<file path="src/rtl/sp_ram_pkg.sv">
// Shared types and constants for the single-port RAM arbiter.
package sp_ram_pkg;

    localparam int NREQ_DEF = 4;
    localparam int AW_DEF   = 8;
    localparam int DW_DEF   = 8;
    localparam int IDW      = $clog2(NREQ_DEF);

    // One RAM access as presented to the memory macro.
    typedef struct packed {
        logic              we;
        logic [AW_DEF-1:0] addr;
        logic [DW_DEF-1:0] data;
    } ram_req_t;

    // Round-robin successor: the requester after g, wrapping at n.
    function automatic int rr_next(input int g, input int n);
        return (g + 1) % n;
    endfunction

endpackage

</file>
<file path="src/rtl/rr_arbiter.sv">
// Round-robin arbiter: one-hot grant scanning from a rotating pointer.
module rr_arbiter
    import sp_ram_pkg::*;
#(
    parameter int N = 4
) (
    input  logic                 clk,
    input  logic                 rst,
    input  logic [N-1:0]         req,
    input  logic                 advance,
    output logic [N-1:0]         gnt,
    output logic [$clog2(N)-1:0] gnt_id
);

    localparam int PW = $clog2(N);

    logic [PW-1:0] ptr_q;
    logic [PW-1:0] ptr_d;
    logic          found;

    // First requester at or after the pointer wins; nothing is granted in reset.
    always_comb begin
        gnt    = '0;
        gnt_id = '0;
        found  = 1'b0;
        for (int k = 0; k < N; k++) begin
            automatic int idx = (int'(ptr_q) + k) % N;
            if (!found && req[idx]) begin
                found    = 1'b1;
                gnt[idx] = 1'b1;
                gnt_id   = PW'(idx);
            end
        end
        if (rst) begin
            gnt    = '0;
            gnt_id = '0;
        end
    end

    // Pointer moves just past the winner on an accepted access, otherwise holds.
    always_comb begin
        ptr_d = ptr_q;
        if (advance) begin
            ptr_d = PW'(rr_next(int'(gnt_id), N));
        end
    end

    // Pointer register.
    always_ff @(posedge clk) begin
        if (rst) begin
            ptr_q <= '0;
        end else begin
            ptr_q <= ptr_d;
        end
    end

endmodule

</file>
<file path="src/rtl/sp_ram_arbiter.sv">
// Shares one single-port read-first RAM between NREQ requesters with a
// fixed two-cycle accept-to-response pipeline and no back-pressure.
module sp_ram_arbiter
    import sp_ram_pkg::*;
#(
    parameter int NREQ = NREQ_DEF,
    parameter int AW   = AW_DEF,
    parameter int DW   = DW_DEF
) (
    input  logic              clk,
    input  logic              rst,
    input  logic [NREQ-1:0]   req_valid,
    output logic [NREQ-1:0]   req_ready,
    input  logic [NREQ-1:0]   req_we,
    input  logic [NREQ*AW-1:0] req_addr,
    input  logic [NREQ*DW-1:0] req_wdata,
    output logic [NREQ-1:0]   rsp_valid,
    output logic [DW-1:0]     rsp_rdata,
    output logic [AW-1:0]     ram_addr,
    output logic              ram_we,
    output logic [DW-1:0]     ram_din,
    input  logic [DW-1:0]     ram_qout
);

    localparam int IW = $clog2(NREQ);

    typedef struct packed {
        logic          we;
        logic [AW-1:0] addr;
        logic [DW-1:0] data;
    } req_t;

    logic [NREQ-1:0] gnt;
    logic [IW-1:0]   gnt_id;
    logic            accept;
    req_t            win;

    logic [AW-1:0] ram_addr_q, ram_addr_d;
    logic          ram_we_q,   ram_we_d;
    logic [DW-1:0] ram_din_q,  ram_din_d;
    logic [IW-1:0] s1_id_q,    s1_id_d;
    logic          s1_v_q,     s1_v_d;
    logic [IW-1:0] s2_id_q,    s2_id_d;
    logic          s2_v_q,     s2_v_d;

    rr_arbiter #(.N(NREQ)) u_arb (
        .clk     (clk),
        .rst     (rst),
        .req     (req_valid),
        .advance (accept),
        .gnt     (gnt),
        .gnt_id  (gnt_id)
    );

    assign req_ready = gnt;
    assign accept    = |(req_valid & gnt);

    // Select the winning requester's access fields.
    always_comb begin
        win.we   = req_we[gnt_id];
        win.addr = req_addr[int'(gnt_id)*AW +: AW];
        win.data = req_wdata[int'(gnt_id)*DW +: DW];
    end

    // Stage 1 loads the winner into the RAM control regs; stage 2 tracks the id.
    always_comb begin
        ram_addr_d = ram_addr_q;
        ram_din_d  = ram_din_q;
        ram_we_d   = 1'b0;
        s1_id_d    = s1_id_q;
        s1_v_d     = 1'b0;
        if (accept) begin
            ram_addr_d = win.addr;
            ram_din_d  = win.data;
            ram_we_d   = win.we;
            s1_id_d    = gnt_id;
            s1_v_d     = 1'b1;
        end
        s2_id_d = s1_id_q;
        s2_v_d  = s1_v_q;
    end

    // Pipeline registers; reset drops anything in flight.
    always_ff @(posedge clk) begin
        if (rst) begin
            ram_addr_q <= '0;
            ram_we_q   <= 1'b0;
            ram_din_q  <= '0;
            s1_id_q    <= '0;
            s1_v_q     <= 1'b0;
            s2_id_q    <= '0;
            s2_v_q     <= 1'b0;
        end else begin
            ram_addr_q <= ram_addr_d;
            ram_we_q   <= ram_we_d;
            ram_din_q  <= ram_din_d;
            s1_id_q    <= s1_id_d;
            s1_v_q     <= s1_v_d;
            s2_id_q    <= s2_id_d;
            s2_v_q     <= s2_v_d;
        end
    end

    assign ram_addr = ram_addr_q;
    assign ram_we   = ram_we_q;
    assign ram_din  = ram_din_q;

    // Decode the completion strobe; data bus is the RAM output, zero when idle.
    always_comb begin
        rsp_valid = '0;
        rsp_rdata = '0;
        if (s2_v_q && !rst) begin
            rsp_valid[s2_id_q] = 1'b1;
            rsp_rdata          = ram_qout;
        end
    end

endmodule

</file>
<file path="config.mk">
export PLATFORM = sky130hd
export DESIGN_NAME = sp_ram_arbiter
export DESIGN_NICKNAME = d
export VERILOG_FILES = /design/src/rtl/sp_ram_pkg.sv /design/src/rtl/rr_arbiter.sv /design/src/rtl/sp_ram_arbiter.sv
export SDC_FILE = /design/constraint.sdc
export NUM_CORES = 1
export LEC_CHECK = 0
export CELL_PAD_IN_SITES_DETAIL_PLACEMENT = 0
export CELL_PAD_IN_SITES_GLOBAL_PLACEMENT = 1
export CORE_ASPECT_RATIO = 1.4
export CORE_MARGIN = 2
export CORE_UTILIZATION = 26
export CTS_CLUSTER_DIAMETER = 50
export DETAILED_ROUTE_END_ITERATION = 8
export GPL_TIMING_DRIVEN = 0
export PLACE_DENSITY_LB_ADDON = 0.1
export SLEW_MARGIN = 20
export SYNTH_ARGS = -nofsm -noshare
export SYNTH_HDL_FRONTEND = slang
export SYNTH_SLANG_ARGS = --single-unit
</file>
<file path="constraint.sdc">
create_clock -name clk -period 3.2 [get_ports clk]
set_input_delay 0.32 -clock clk [delete_from_list [all_inputs] [get_ports clk]]
set_output_delay 0.32 -clock clk [all_outputs]
set_load 0.02 [all_outputs]
</file>
==> metrics.md, run 1 <==
| Metric | Value |
|---|---|
| Status | `complete, no violations` |
| Mapped Area | `2200 um^2` |
| DRC errors left | `0` |
| First-pass GRT wire length | `11000 um` |
| CTS sink cnt | `25` |
| Die area | `9240 um^2` |
| Post-synth EDFFs | `0` |
| HPWL Detailed | `5350 um` |
| Final setup viols | `0` |
| Top-count cell post-synth | `mux2i_1` |
| Warnings from Yosys | `0` |
| Slowest-stage cell, CP | `a2111o_1` |
| DR pass1 iterations | `4` |
| Antenna Nets Post-Route | `0` |
| Antenna violations before repair | `0` |
| Vias in the first global route | `2288` |
| Routed wire length | `6840 um` |
| Clock Tree Buf Depth | `2` |
| Asr flop ratio synth | `0%` |
| Largest net degree at the start of global routing | `14` |
| Starting DRC count in detailed routing | `50` |
| Initial core utilization | `26.9%` |
| Share of layout cells above drive strength 1 | `20.7%` |
| Cts bufs inserted | `3` |
| Via Count | `2193` |
| Max-cap viol count | `0` |
| Fin. max-slew vios | `0` |
| H-tree depth | `1` |
| Clk_skew | `2.53 ps` |
| Worst slew pin tran | `479 ps` |
| List of most frequent post-synthesis cells | `37 x mux2i_1, 25 x dfxtp_1, 18 x mux2_2, 18 x nand3b_1, 11 x and2_1` |
| Type of the worst setup path | `flip-flop to primary output` |
| Post-route setup TNS | `0 ps` |
| Detailed-route wire length per cell | `14.7 um` |
| Post-layout nets | `454` |
| Synth area leader | `dfxtp_1` |
| Worst path cell trace | `buf_6 > clkinvlp_4 > ha_1 > buf_6 > or3b_1 > a2111o_1 > a21boi_1 > o31a_1 > clkdlybuf4s15_1` |
| Largest cells by area after synthesis | `dfxtp_1 23%, mux2i_1 17%, mux2_2 9.2%` |
| Lkg Pwr | `1.37 nW` |
| FP Rows | `39` |
| Sequential-to-total area share from yosys stat | `22.7%` |
| Core Area | `8200 um^2` |
| Gate Count Post-Synth | `234` |
| Gr ovfl total | `0` |
| CTS clk-pin slew, worst paths | `60 ps` |
| Share of the synthesized area in the top cell type | `22.7%` |
| Critical Path Start Type | `flip-flop` |
| CTS tree | `done` |
| I/O Pins | `115` |
| Chip width | `81.8 um` |
| Rel. slew slack | `68.1%` |
| Tcrit/Tclk final | `96.9%` |
| DP Area | `3480 um^2` |
| Skew-Pair Late Insertion Delay | `250 ps` |
| Hold-fix buffers, CTS | `0` |
| Root buf cell | `clkbuf_16` |
| Yosys reg bits | `25` |
| Fin crit period | `3100 ps` |
| Avg Cell Area, Syn | `9.42 um^2` |
| Gr usage total | `15.1%` |
| Gpl congestion | `0.734` |
| Die H | `113 um` |
| CP Capture Type | `primary output` |
| Top_reg_cell synth | `dfxtp_1` |
| Fmax | `323 MHz` |
| HP Class | `flip-flop to flip-flop` |
| Largest stage delay, worst path | `430 ps` |
| PD cells | `730 nW/um^2` |
| Max FO, Critical Path | `10` |
| IO Port Bufs | `114` |
| Worst vdd ir | `0.318 mV` |
| Final Hold Fails | `0` |
| Vias per inst | `4.72` |
| Required @ worst endpoint | `2880 ps` |
| Net Count, Synth | `324` |
| Most used cell, CP | `buf_6` |
| ANT cells | `0` |
| Layout area overhead | `68.0%` |
| Critical path arrival | `2780 ps` |
| Count of different cell masters after synthesis | `42` |
| Design area | `3700 um^2` |
==> layout by cell type, fill, tap and decap left out, types with 2 or more instances in the layout <==
master	n
buf_4	13
nand2b_1	2
o21ai_1	7
a31oi_1	2
inv_1	7
clkbuf_16	3
a22oi_2	2
ha_1	8
o31a_1	2
mux2_2	18
dfxtp_4	2
nor3b_1	2
a211oi_1	2
nor2_1	8
a21boi_1	2
mux2i_1	37
a21oi_1	9
o21ai_2	11
buf_6	8
mux4_2	4
nand3b_1	18
clkdlybuf4s15_2	2
and2_1	11
a22oi_1	2
nand2_1	5
nor2b_1	5
buf_2	3
nor3_1	4
clkdlybuf4s50_1	110
a2111o_1	2
clkbuf_1	7
or3b_1	4
dfxtp_1	23
==> through the flow <==
step           instances  setup WS, ps  util, %  hold WS [ps]  total power, mW
5_1_grt              465         -7.02     45.1           448             2.91
2_1_floorplan        234          13.7        -           414             1.69
3_5_place_dp         450          -615     42.4           423             2.30
4_1_cts              460          75.6     44.4           438             2.68
3_3_place_gp         450          -602     42.4           419             2.30
6_report             465          99.3     45.1           435             2.70
==> worst paths after layout <==
path | startpoint | to | slack, ps | cells after the start
hold / removal | s1_v_q | s2_v_q | 440 | 1
setup / recovery | u_arb.ptr_q[0] | req_ready[2] | 100 | 9
hold reg to reg | s1_v_q | s2_v_q | 440 | 1
setup reg to reg | u_arb.ptr_q[0] | ram_din[5] | 120 | 14
==> final cells by class <==
cell class,count,area [um^2]
fillers,860,4500
multi-input cells,180,1560
repair buffers,126,1230
flip-flops and latches,25,508
plain buffers,19,165
well taps,102,128
clock buffers,4,78.8
inverters,9,37.5
==> worst max-delay path: cells and delay by family (launching register included) <==
family	cells	cell delay, ps
flops	1	350
fa+ha+maj	1	310
compound gates	3	800
buf+inv	4	700
simple gates	1	380
==> cell families (layout without fill, tap and decap cells) <==
| kind of cell | after synthesis | after routing | synth area share [%] |
|---|---|---|---|
| AND/OR/NAND/NOR | 66 | 66 | 19.7 |
| multiplexers | 59 | 59 | 30.1 |
| AO/OA/AOI/OAI | 46 | 46 | 14.9 |
| buffers and inverters | 29 | 158 | 7.67 |
| flip-flops | 25 | 25 | 22.7 |
| adder cells (fa/ha/maj) | 8 | 8 | 4.54 |
| XOR/XNOR | 1 | 1 | 0.398 |
==> per-layer routing <==
metal  global-route usage (%)  part of all wire, %  up-vias  wire length (um)
met3                     3.51                  5.3        8               360
met5                        0                    0        -                 0
met4                     4.22                  1.3        0                92
met2                     29.4                   56       64              3820
li1                         -                    -     1102                 -
met1                     15.4                   38     1019              2570
==> power breakdown <==
part / leakage (nW) / internal (mW) / switching, mW
clock: 0.0382 / 0.170 / 0.101
sequential: 0.207 / 0.456 / 0.0801
combinational: 1.12 / 0.971 / 0.924
==> registers in the layout, indices dropped and copies added, names as in the netlist <==
register / count
ram_addr: 8
ram_din: 8
ram_we: 1
s1_id_q: 2
s1_v_q: 1
s2_id_q: 2
s2_v_q: 1
u_arb.ptr_q: 2
==> timing repair <==
item | 4_1_cts | 5_1_grt
pin swaps | 2 | 2
setup buffers | 6 | 6
resized for setup | 23 | 7
hold endpoints to repair | 0 | 0
setup endpoints to repair | 26 | 24
Power figures use the tool's default switching activity.
==> run 2, diff against run 1 <==
CTS_CLUSTER_DIAMETER = unset   (was 50)
==> results of run 2 <==
The final DEF is identical to that of run 1; final timing and power are the same.
